<file path="src/rtl/dla_demux_sel_scheduler.sv">
// Per-layer select sequencer feeding a 1:2 stream demux config port.
// Optional replay of the loaded program: DLA_DEMUX_SCHED_REPEAT_EN.
module dla_demux_sel_scheduler #(
    parameter int CONFIG_WIDTH    = 32,
    parameter int MAX_LAYERS      = 16,
    parameter int DEMUX_CFG_WORDS = 1
) (
    input  logic                              clk_dla,
    input  logic                              i_resetn,
    input  logic [CONFIG_WIDTH-1:0]           i_config_data,
    input  logic                              i_config_valid,
    output logic                              o_config_ready,
    output logic [CONFIG_WIDTH-1:0]           o_demux_config_data,
    output logic                              o_demux_config_valid,
    input  logic                              i_demux_config_ready,
`ifdef DLA_DEMUX_SCHED_REPEAT_EN
    input  logic                              i_repeat,
`endif
    input  logic                              i_transmitter_done,
    output logic [$clog2(MAX_LAYERS+1)-1:0]   o_layer_idx,
    output logic                              o_busy,
    output logic                              o_done,
    output logic                              o_cfg_error,
    output logic                              o_protocol_error
);

    localparam int IW    = $clog2(MAX_LAYERS + 1);
    localparam int DEPTH = 1 << IW;
    localparam int WW    = (DEMUX_CFG_WORDS > 1) ? $clog2(DEMUX_CFG_WORDS) : 1;

    localparam logic [WW-1:0] LAST_W = WW'(DEMUX_CFG_WORDS - 1);
    localparam logic [IW-1:0] MAX_L  = IW'(MAX_LAYERS);
    localparam logic [15:0]   MAX16  = 16'(MAX_LAYERS);

    typedef enum logic [1:0] {
        LOAD_COUNT,
        LOAD_SEL,
        ISSUE,
        WAIT_DONE
    } state_t;

    state_t                  state;
    logic [15:0]             total;
    logic [15:0]             cnt;
    logic [IW-1:0]           eff;
    logic [IW-1:0]           layer;
    logic [WW-1:0]           wcnt;
    logic [DEPTH-1:0]        store;
    logic [CONFIG_WIDTH-1:0] data;
    logic                    valid;
    logic                    done;
    logic                    cfg_err;
    logic                    proto_err;

    logic [15:0] count_in;
    logic        first_sel;
    logic        last_layer;
    logic        unused_hi;

    assign count_in   = i_config_data[15:0];
    assign unused_hi  = ^i_config_data[CONFIG_WIDTH-1:16];
    // Program of one layer: store[0] is written on the same edge we issue it.
    assign first_sel  = (cnt == 16'd0) ? i_config_data[0] : store[0];
    assign last_layer = (layer == eff - IW'(1));

    // Select store needs no reset; contents are only read after a full load.
    always_ff @(posedge clk_dla) begin
        if (state == LOAD_SEL && i_config_valid && cnt < 16'(eff))
            store[cnt[IW-1:0]] <= i_config_data[0];
    end

    always_ff @(posedge clk_dla) begin
        if (!i_resetn) begin
            state     <= LOAD_COUNT;
            total     <= '0;
            cnt       <= '0;
            eff       <= '0;
            layer     <= '0;
            wcnt      <= '0;
            data      <= '0;
            valid     <= 1'b0;
            done      <= 1'b0;
            cfg_err   <= 1'b0;
            proto_err <= 1'b0;
        end else begin
            done <= 1'b0;
            if (i_transmitter_done && state != WAIT_DONE)
                proto_err <= 1'b1;
            unique case (state)
                LOAD_COUNT: begin
                    if (i_config_valid) begin
                        total <= count_in;
                        cnt   <= '0;
                        if (count_in == 16'd0) begin
                            cfg_err <= 1'b1;
                            done    <= 1'b1;
                        end else begin
                            if (count_in > MAX16) begin
                                cfg_err <= 1'b1;
                                eff     <= MAX_L;
                            end else begin
                                eff <= count_in[IW-1:0];
                            end
                            state <= LOAD_SEL;
                        end
                    end
                end
                LOAD_SEL: begin
                    if (i_config_valid) begin
                        cnt <= cnt + 16'd1;
                        if (cnt == total - 16'd1) begin
                            state <= ISSUE;
                            layer <= '0;
                            wcnt  <= '0;
                            valid <= 1'b1;
                            data  <= {{(CONFIG_WIDTH-1){1'b0}}, first_sel};
                        end
                    end
                end
                ISSUE: begin
                    if (i_demux_config_ready) begin
                        data <= '0;
                        if (wcnt == LAST_W) begin
                            valid <= 1'b0;
                            state <= WAIT_DONE;
                        end else begin
                            wcnt <= wcnt + WW'(1);
                        end
                    end
                end
                WAIT_DONE: begin
                    if (i_transmitter_done) begin
                        if (last_layer) begin
                            done  <= 1'b1;
                            layer <= '0;
`ifdef DLA_DEMUX_SCHED_REPEAT_EN
                            if (i_repeat) begin
                                state <= ISSUE;
                                wcnt  <= '0;
                                valid <= 1'b1;
                                data  <= {{(CONFIG_WIDTH-1){1'b0}}, store[0]};
                            end else begin
                                state <= LOAD_COUNT;
                            end
`else
                            state <= LOAD_COUNT;
`endif
                        end else begin
                            layer <= layer + IW'(1);
                            wcnt  <= '0;
                            valid <= 1'b1;
                            data  <= {{(CONFIG_WIDTH-1){1'b0}},
                                      store[layer + IW'(1)]};
                            state <= ISSUE;
                        end
                    end
                end
            endcase
        end
    end

    assign o_config_ready       = (state == LOAD_COUNT) || (state == LOAD_SEL);
    assign o_demux_config_data  = data;
    assign o_demux_config_valid = valid;
    assign o_layer_idx          = layer;
    assign o_busy               = (state != LOAD_COUNT);
    assign o_done               = done;
    assign o_cfg_error          = cfg_err;
    assign o_protocol_error     = proto_err;

endmodule

</file>
<file path="config.mk">
export PLATFORM = sky130hd
export DESIGN_NAME = dla_demux_sel_scheduler
export DESIGN_NICKNAME = d
export VERILOG_FILES = /design/src/rtl/dla_demux_sel_scheduler.sv
export SDC_FILE = /design/constraint.sdc
export NUM_CORES = 1
export LEC_CHECK = 0
export ABC_AREA = 1
export BUFFER_PORTS_ARGS = -buffer_cell sky130_fd_sc_hd__buf_2
export CAP_MARGIN = 20
export CORE_ASPECT_RATIO = 0.75
export CORE_UTILIZATION = 50
export CTS_BUF_LIST = sky130_fd_sc_hd__clkbuf_8 sky130_fd_sc_hd__clkbuf_16
export DETAILED_ROUTE_END_ITERATION = 10
export GPL_TIMING_DRIVEN = 0
export PLACE_DENSITY = 0.72
export REMOVE_ABC_BUFFERS = 1
export SLEW_MARGIN = 20
export SYNTH_ARGS = -nofsm -noshare
export SYNTH_HDL_FRONTEND = slang
export SYNTH_SLANG_ARGS = --single-unit
</file>
<file path="constraint.sdc">
create_clock -name clk_dla -period 2.1 [get_ports clk_dla]
set_input_delay 0.315 -clock clk_dla [delete_from_list [all_inputs] [get_ports clk_dla]]
set_output_delay 0.315 -clock clk_dla [all_outputs]
set_load 0.03 [all_outputs]
</file>
==> results of run 1 <==
-- what timing repair did --
action / in CTS / in global routing
buffers inserted: 1 / 6
pin swaps: 0 / 4
setup endpoints to repair: 29 / 43
endpoints found under the hold margin: 0 / 0
gates resized for setup: 11 / 36
gates cloned: 1 / 1
-- worst max-delay path by stage --
stage,startpoint,to,slack (ps),depth (start not counted)
after floorplan,o_layer_idx[0],o_demux_config_data[0],-90,11
after global placement,o_layer_idx[0],o_demux_config_data[0],-600,11
after detailed placement,o_layer_idx[0],o_demux_config_data[0],-630,11
after CTS,cnt[13],store[19],20,9
after global routing,total[2],o_layer_idx[4],-9,15
final,state[1],store[19],130,8
-- state kept, by name, summed over array words and instances, names as in the netlist --
register	flops
o_protocol_error	1
state	2
store	32
o_cfg_error	1
eff	5
total	16
o_layer_idx	5
o_demux_config_valid	1
o_done	1
cnt	16
o_demux_config_data	1
-- cell families after synthesis --
group / share of synthesized area
XOR/XNOR: 0.0363
AO/OA/AOI/OAI: 0.0888
other: 0.000741
buffers and inverters: 0.117
flip-flops: 0.384
AND/OR/NAND/NOR: 0.334
adder cells (fa/ha/maj): 0.0396
-- layout by cell type (no fill, tap or decap), types with 3 or more instances in the layout --
master | synthesis | routed
a211oi_1 | 7 | 7
a21oi_1 | 31 | 31
buf_2 | 4 | 32
buf_4 | 32 | 5
clkbuf_16 | 0 | 9
clkinv_4 | 0 | 3
conb_1 | 1 | 31
dfxtp_1 | 49 | 40
dfxtp_2 | 0 | 8
edfxtp_1 | 32 | 32
ha_1 | 16 | 12
inv_1 | 71 | 68
nand2_1 | 156 | 150
nand2_2 | 5 | 6
nand2_4 | 1 | 7
nand3_1 | 48 | 48
nand3b_1 | 6 | 6
nand4_1 | 13 | 13
nor2_1 | 138 | 131
nor2_2 | 4 | 9
nor2_4 | 4 | 6
nor3_1 | 6 | 5
o21ai_0 | 34 | 34
xnor2_1 | 11 | 10
xor2_1 | 10 | 10
-- layer usage --
layer	vias up	wire (microns)	GRT usage
li1	2307	-	-
met1	2174	5770	0.315
met2	186	5370	0.356
met3	25	870	0.0574
met4	0	218	0.0897
met5	-	0	0
-- per-stage QoR --
step | setup WS (ps) | cell area, sq um
after floorplan | -90.6 | 4860
after detailed placement | -629 | 5180
final | 129 | 5720
after global placement | -597 | 5180
after CTS | 18.4 | 5540
after global routing | -8.91 | 5720
-- power groups by stage --
stage / logic [W] / registers, W / clock network, W
5_1_grt: 0.00306 / 0.00204 / 0.00174
4_1_cts: 0.00246 / 0.00205 / 0.00168
3_5_place_dp: 0.00238 / 0.00207 / 0
3_3_place_gp: 0.00232 / 0.00207 / 0
2_1_floorplan: 0.00175 / 0.00211 / 0
6_report: 0.00275 / 0.00202 / 0.00166
-- tightest hold or removal path, delay by kind of cell --
kind | cells | cell delay (ps)
AOI/OAI and AO/OA | 1 | 70
buffers and inverters | 1 | 80
and+or+nand+nor | 1 | 70
-- cell type report --
cell class,count,area share
Timing Repair inverter,1,0.00131
Inverter,74,0.0503
Timing Repair Buffer,39,0.0404
Sequential cell,81,0.342
Tap cell,132,0.0289
Multi-Input combinational cell,539,0.483
Clock inverter,7,0.0149
Clock buffer,9,0.0394
==> metrics.md, run 1 <==
| Metric | Value |
|---|---|
| Status | complete, no violations |
| Fin. Hold Viols | 0 |
| Post-Syn Area | 0.00506 sq mm |
| Top-area cell type share of the netlist area | 0.194 |
| Worst Max-Slew Pin Slew | 763 ps |
| Die Wd | 118 microns |
| Worst-path fanout max | 8 |
| Deepest clock path buffer count | 2 |
| Wirelength, routed | 12,200 microns |
| Crit path buf inv count | 2 |
| Iteration-0 DRC Markers | 259 |
| Total grt overflow | 0 |
| CP Cell Sequence | inv_1 -> ha_2 -> nand2_1 -> nor3_1 -> nand2_1 -> inv_4 -> nand2_4 -> nor2_1 |
| Hold Slack | 228 ps |
| Worst Path Required | 2160 ps |
| Critical Path Start Type | register |
| P_sw | 0.00273 W |
| Ys async rst share | 0 |
| First-pass GRT wire length | 18,900 microns |
| Setup Viol. Count Final | 0 |
| Die H | 89.1 microns |
| Dpl cells | 857 |
| Most used DFF post-synth | dfxtp_1 |
| Routed len/inst | 13.9 microns |
| Layout Nets | 798 |
| Core area | 0.00974 sq mm |
| Clk sink count | 81 |
| Seq/Total Area, Yosys | 0.384 |
| Worst path arrival time | 2030 ps |
| Peak supply drop | 793 uV |
| Critical path class | reg -> reg |
| Port Buf Inserts | 32 |
| Most frequent CP cell | nand2_1 |
| Hold crit path type | in -> reg |
| Seq pwr share | 0.314 |
| Initial antenna violation count | 0 |
| Min Tclk post-route | 1970 ps |
| Max Slew Vio Count | 0 |
| Final core utilization | 0.588 |
| Comb power frac | 0.428 |
| Vias in the first global route | 4,028 |
| Worst reg2reg path endpoint | store[19] |
| Row count | 31 |
| Leading cell types by count after synthesis | nand2_1, nor2_1, inv_1 |
| GRT Overall Usage | 0.231 |
| Final HPWL from detailed placement | 8380 microns |
| Pwr Density | 1120 mW/mm^2 |
| Vias per std cell | 5.32 |
| Max incr delay on CP | 350 ps |
| Pin count of the biggest net entering global routing | 37 |
| Synth unique cells | 38 |
| HP Start | i_config_data[11] |
| Slew HR | 0.488 |
| Synth area leaders | dfxtp_1, edfxtp_1, nand2_1, nor2_1, inv_1 |
| Syn-to-layout area delta | 13.1% |
| Setup tns final | 0 ps |
| #FFs+latches synth | 81 |
| Worst r2r src | state[1] |
| Clock skew | 9.66 ps |
| Clk pwr share | 0.259 |
| DRC Markers | 0 |
| Crit path max-delay family | simple AND/OR/NAND/NOR gates |
| Top Ports | 80 |
| Layout Cells excl Fill | 882 |
| H-tree depth | 3 |
| Net Sw Frac | 0.425 |
| CTS Buf Count | 9 |
| Multi-input logic area | 0.00277 sq mm |
| TritonRoute pass-1 iters | 5 |
| Pleak | 2.45 nW |
| Fin crit share | 0.939 |
| Clk_lat worst skew | 350 ps |
| Hold Crit Endpoint | total[11] |
| CTS clk-pin slew, worst paths | 70 ps |
| R2R depth | 8 |
| Tot Pwr | 0.00643 W |
| Top cell type by total area after synthesis | dfxtp_1 |
| Vias | 4,692 |
| Synth Warn # | 0 |
| Fmax | 507 MHz |
| MaxCap Viol Count | 0 |
| Syn_area_per_cell | 7.12 sq um |
| Register area | 0.00196 sq mm |
| Layout cells sized above 1 | 0.145 |
| Critical path's slowest cell | dfxtp_1 |
| Int Power | 0.00369 W |
| Post-Synthesis Cells | 711 |
| Inserted Diodes | 0 |
| Initial Util | 0.520 |
| CTS hold repair buffers | 0 |
| Fill count | 891 |
| FF-to-FF setup slack | 130 ps |
| Clock root cell | clkbuf_16 |
| Gp weighted congestion | 0.867 |
| Total Die Area | 0.0105 sq mm |
| Post-route ant nets | 0 |
| Crit. End Element | register |
| Most frequent cell after synthesis | nand2_1 |
| Hold Crit Depth | 3 |
| CTS tree | done |
| EDFF count, synth | 32 |
(Power assumes the default switching activity.)
==> run 2, diff against run 1 <==
- ABC_AREA: 1 -> unset
==> metrics.md, run 2 <==
| Metric | Value |
|---|---|
| Commonest cells after routing, fill and taps aside | nand2_1, nor2_1, dfxtp_1 |
| Syn-to-layout area delta | 16.5% |
| Seq/Total Area, Yosys | 0.403 |
| Initial Util | 0.523 |
| Final core utilization | 0.610 |
| Routed len/inst | 16.1 microns |
| Vias per std cell | 5.70 |
| Top Ports | 80 |
| Post-route ant nets | 0 |
| Place WS | -1110 ps |
| Vias in the first global route | 3,577 |
| First-pass GRT wire length | 17,800 microns |
| Wirelength, routed | 11,100 microns |
| Crit path buf inv count | 2 |
| Die H | 87.0 microns |
| Row count | 30 |
| Iteration-0 DRC Markers | 442 |
| Peak supply drop | 440 uV |
| Fin crit share | 1.23 |
| Worst path arrival time | 2820 ps |
| Inserted Diodes | 0 |
| RSZ-0062 raised after global routing | true |
| Min Tclk post-route | 2580 ps |
| Final HPWL from detailed placement | 7310 microns |
| Leading cell types by count after synthesis | nand2_1, dfxtp_1, nor2_1 |
| Critical Path Start Type | register |
| CTS tree | done |
| Top-area cell type share of the netlist area | 0.204 |
| Die Wd | 115 microns |
| Crit path max-delay family | simple AND/OR/NAND/NOR gates |
| Post-Synthesis Cells | 523 |
| Gp weighted congestion | 0.874 |
| TritonRoute pass-1 iters | 5 |
| Port Buf Inserts | 32 |
| Ys async rst share | 0 |
| Pin count of the biggest net entering global routing | 57 |
| Status | complete, but fails checks |
| Initial antenna violation count | 0 |
| Hold crit path type | in -> reg |
| Deepest clock path buffer count | 2 |
| Cell area after layout | 0.00561 sq mm |
| GRT Overall Usage | 0.231 |
| Clock root cell | clkbuf_16 |
| Clk sink count | 81 |
| Synth area leaders | dfxtp_1, edfxtp_1, nand2_1, buf_4, mux4_2 |
| Layout Nets | 607 |
| CP Cell Sequence | inv_2 -> ha_4 -> or4b_4 -> or4_4 -> nand3_4 -> o31ai_4 -> a41oi_4 -> buf_6 -> and2b_2 -> o211a_1 |
| Commonest non-fill, non-tap cell in the layout | nand2_1 |
| Top cell type by total area after synthesis | dfxtp_1 |
| Failing checks | setup timing |
| Final setup margin | -483 ps |
| Max incr delay on CP | 470 ps |
| Pwr Density | 947 mW/mm^2 |
| Synth Warn # | 0 |
| Pleak | 2.11 nW |
| Total grt overflow | 0 |
| Post-Syn Area | 0.00481 sq mm |
| Worst-path fanout max | 6 |
| Clk_lat worst skew | 340 ps |
| CTS Buf Count | 9 |
| Critical path's slowest cell | or4_4 |
| Critical path class | reg -> reg |
| Worst Max-Slew Pin Slew | 898 ps |
| Hold Slack | 235 ps |
| DRC Markers | 0 |
| CTS clk-pin slew, worst paths | 70 ps |
| Most frequent cell after synthesis | nand2_1 |
| Most used DFF post-synth | dfxtp_1 |
| Clock skew | 10.8 ps |
| CTS hold repair buffers | 0 |
| EDFF count, synth | 32 |
| Crit. End Element | register |
| Synth unique cells | 59 |
| Placed instance area | 0.00492 sq mm |
| #FFs+latches synth | 81 |
| Slew HR | 0.402 |
| Total Die Area | 0.0100 sq mm |
| Setup Viol. Count Final | 41 |
| MaxCap Viol Count | 0 |
| Core area | 0.00920 sq mm |
| Max reg flops | 32 |
| Syn_area_per_cell | 9.20 sq um |
| Worst Path Required | 2330 ps |
| Layout cells sized above 1 | 0.224 |
| Fmax | 387 MHz |
| Vias | 3,915 |
| Max Slew Vio Count | 0 |
| Fin. Hold Viols | 0 |
| H-tree depth | 3 |
## run 2: cell count changes after synthesis, moves of 20 or more
| cell | delta |
|---|---|
| a21oi_1 | -21 |
| nor2_1 | -90 |
| inv_1 | -54 |
| a21boi_0 | +20 |
| o21ai_0 | -23 |
| nand3_1 | -33 |
| nand2_1 | -92 |
## run 2: per-layer routing
| metal | vias to the layer above | global-route usage | part of all wire | wire, microns |
|---|---|---|---|---|
| met5 | - | 0 | 0 | 0 |
| met4 | 0 | 0.0791 | 0.015 | 163 |
| met3 | 14 | 0.0487 | 0.075 | 829 |
| met2 | 166 | 0.355 | 0.45 | 4940 |
| met1 | 1869 | 0.324 | 0.46 | 5140 |
| li1 | 1866 | - | - | - |
## run 2: cell type report
| type | instances | area [sq um] |
|---|---|---|
| well taps | 128 | 160 |
| fillers | 730 | 3590 |
| clock inverters | 7 | 109 |
| repair buffers | 46 | 269 |
| flip-flops and latches | 81 | 1970 |
| inverters | 17 | 63.8 |
| multi-input cells | 399 | 2810 |
| clock buffers | 9 | 225 |
## run 2: path summary, 6_finish.rpt
check,startpoint,to,slack [ps],cells after the start
setup reg to reg,total[0],o_demux_config_data[0],-480,10
setup / recovery,total[0],o_demux_config_data[0],-480,10
hold / removal,i_config_data[8],total[8],230,3
hold reg to reg,o_demux_config_valid,o_demux_config_valid,460,2
## run 2: logic make-up after synthesis
family / count (synthesis) / share of synthesized area
fa+ha+maj: 16 / 0.0416
xor+xnor: 31 / 0.0564
other cells: 1 / 0.000779
buf+inv: 73 / 0.0814
mux: 18 / 0.0611
compound gates: 84 / 0.126
simple gates: 219 / 0.230
flops: 81 / 0.403
## run 2: repair_timing
action | in CTS | in global routing
pin swaps | 13 | 9
setup buffers | 11 | 3
gates resized for setup | 44 | 17
setup endpoints to repair | 49 | 46
## run 2: through the flow
| stage | power [W] | cells | setup TNS [ps] |
|---|---|---|---|
| after floorplan | 0.00289 | 497 | -18790 |
| after global placement | 0.00320 | 657 | -39020 |
| after detailed placement | 0.00324 | 657 | -41060 |
| after CTS | 0.00521 | 684 | -7070 |
| after global routing | 0.00554 | 687 | -14760 |
| final | 0.00531 | 687 | -8650 |
## run 2: power breakdown
part	switching (W)	leakage, nW	internal (W)
clock network	0.000698	0.164	0.00107
logic	0.00104	1.25	0.000656
registers	0.000120	0.693	0.00173
## run 2: tightest hold or removal path, delay by kind of cell
family | cells | cell delay, ps
buffers and inverters | 1 | 100
AOI/OAI and AO/OA | 1 | 60
and+or+nand+nor | 1 | 40
==> run 3, diff against run 2 <==
- CORE_UTILIZATION: 50 -> 57
- PLACE_DENSITY: 0.72 -> 0.81
- clock period: 2.1 -> 2.4 ns (I/O delays scaled with it)
==> metrics.md, run 3 (synthesized netlist as in run 2, its figures left out) <==
| Metric | Value |
|---|---|
| Initial antenna violation count | 0 |
| Clock root cell | clkbuf_8 |
| Routed len/inst | 17.4 microns |
| Min Tclk post-route | 2620 ps |
| Port Buf Inserts | 32 |
| Max Slew Vio Count | 0 |
| CTS clk-pin slew, worst paths | 80 ps |
| Iteration-0 DRC Markers | 541 |
| Critical path's slowest cell | or3_1 |
| Vias in the first global route | 3,616 |
| Max incr delay on CP | 470 ps |
| First-pass GRT wire length | 17,800 microns |
| Crit path max-delay family | simple AND/OR/NAND/NOR gates |
| Crit. End Element | register |
| CTS tree | done |
| Fmax | 382 MHz |
| Inserted Diodes | 0 |
| Pwr Density | 773 mW/mm^2 |
| Vias per std cell | 6.06 |
| Deepest clock path buffer count | 2 |
| Clk_lat worst skew | 350 ps |
| Syn-to-layout area delta | 10.7% |
| Commonest non-fill, non-tap cell in the layout | nand2_1 |
| Total grt overflow | 0 |
| Cell area after layout | 0.00533 sq mm |
| Total Die Area | 0.00882 sq mm |
| Clock skew | 6.43 ps |
| TritonRoute pass-1 iters | 6 |
| Layout Nets | 601 |
| Worst-path fanout max | 8 |
| Fill count | 589 |
| Max reg flops | 32 |
| Critical Path Start Type | register |
| Core area | 0.00802 sq mm |
| Vias | 3,986 |
| MaxCap Viol Count | 0 |
| Initial Util | 0.600 |
| CTS Buf Count | 9 |
| Layout cells sized above 1 | 0.186 |
| FF-to-FF setup slack | -220 ps |
| Row count | 28 |
| Clk sink count | 81 |
| Worst Path Required | 2650 ps |
| Pleak | 2.04 nW |
| Fin crit share | 1.09 |
| Pin count of the biggest net entering global routing | 57 |
| Worst reg2reg path endpoint | o_demux_config_data[0] |
| Slew HR | 0.404 |
| Tot Pwr | 0.00412 W |
| Fin. Hold Viols | 0 |
| Hold Crit Depth | 3 |
| H-tree depth | 3 |
| Worst Max-Slew Pin Slew | 894 ps |
| CTS hold repair buffers | 0 |
| Peak supply drop | 518 uV |
| Critical path class | reg -> reg |
| Top Ports | 80 |
| Hold Slack | 267 ps |
| Failing checks | setup timing |
| Crit path buf inv count | 0 |
| Placed instance area | 0.00489 sq mm |
| Worst path arrival time | 2870 ps |
| Worst r2r src | total[8] |
| Final HPWL from detailed placement | 7430 microns |
| R2R depth | 7 |
| CP Cell Sequence | or3_1 -> o32a_1 -> nor3_1 -> nor4_4 -> a41oi_4 -> and2b_2 -> o211a_1 |
| Die Wd | 108 microns |
| Die H | 81.6 microns |
| Crit path depth | 7 |
| Status | complete, but fails checks |
| RSZ-0062 raised after global routing | true |
| Wirelength, routed | 11,400 microns |
| GRT Overall Usage | 0.267 |
| Final core utilization | 0.664 |
| Crit path to | o_demux_config_data[0] |
| Dpl cells | 634 |
| DRC Markers | 0 |
| Layout Cells excl Fill | 658 |
| Final setup margin | -221 ps |
| Gp weighted congestion | 0.896 |
| Commonest cells after routing, fill and taps aside | nand2_1, nor2_1, dfxtp_1 |
| Hold crit path type | in -> reg |
| Post-route ant nets | 0 |
| Setup Viol. Count Final | 9 |
| CP Launch Point | total[8] |
run 3: power breakdown:
part,total [W],switching [W],leakage (nW),internal [W]
combinational,0.00142,0.000898,1.24,0.000522
sequential,0.00163,0.000115,0.690,0.00152
clock,0.00107,0.000492,0.112,0.000577
run 3: worst reg2reg max path: cells and delay by family (launching register included):
family | cells | cell delay (ps)
AO/OA/AOI/OAI | 3 | 930
AND/OR/NAND/NOR | 4 | 1190
flip-flops | 1 | 410
run 3: repair_timing:
| item | CTS | global route |
|---|---|---|
| resized for setup | 27 | 17 |
| buffers inserted | 7 | 1 |
| setup endpoints to repair | 42 | 46 |
| pin swaps | 9 | 6 |
run 3: per-stage QoR:
| step | setup TNS [ps] | worst slack, ps |
|---|---|---|
| 2_1_floorplan | -6490 | -363 |
| 3_3_place_gp | -26710 | -751 |
| 3_5_place_dp | -28230 | -806 |
| 4_1_cts | -1440 | -249 |
| 5_1_grt | -2060 | -299 |
| 6_report | -1410 | -221 |
run 3: worst min-delay path by stage:
| stage | from | to |
|---|---|---|
| 2_1_floorplan | total[15] | total[15] |
| 3_3_place_gp | o_demux_config_valid | o_demux_config_valid |
| 3_5_place_dp | o_demux_config_valid | o_demux_config_valid |
| 4_1_cts | i_config_data[5] | total[5] |
| 5_1_grt | i_config_data[13] | total[13] |
| 6_report | i_config_data[5] | total[5] |
run 3: layout make-up:
cell class	instances	area [sq um]	share of cell area
clock inverters	7	86.3	0.0162
repair buffers	40	224	0.0420
well taps	105	131	0.0247
inverters	17	63.8	0.0120
flip-flops and latches	81	1960	0.367
clock buffers	9	124	0.0233
multi-input cells	399	2740	0.515
run 3: routing by layer:
| layer | global-route usage | part of all wire | vias to the layer above |
|---|---|---|---|
| met2 | 0.434 | 0.47 | 214 |
| met5 | 0 | 0 | - |
| li1 | - | - | 1859 |
| met1 | 0.352 | 0.42 | 1890 |
| met3 | 0.0683 | 0.098 | 23 |
| met4 | 0.0836 | 0.016 | 0 |
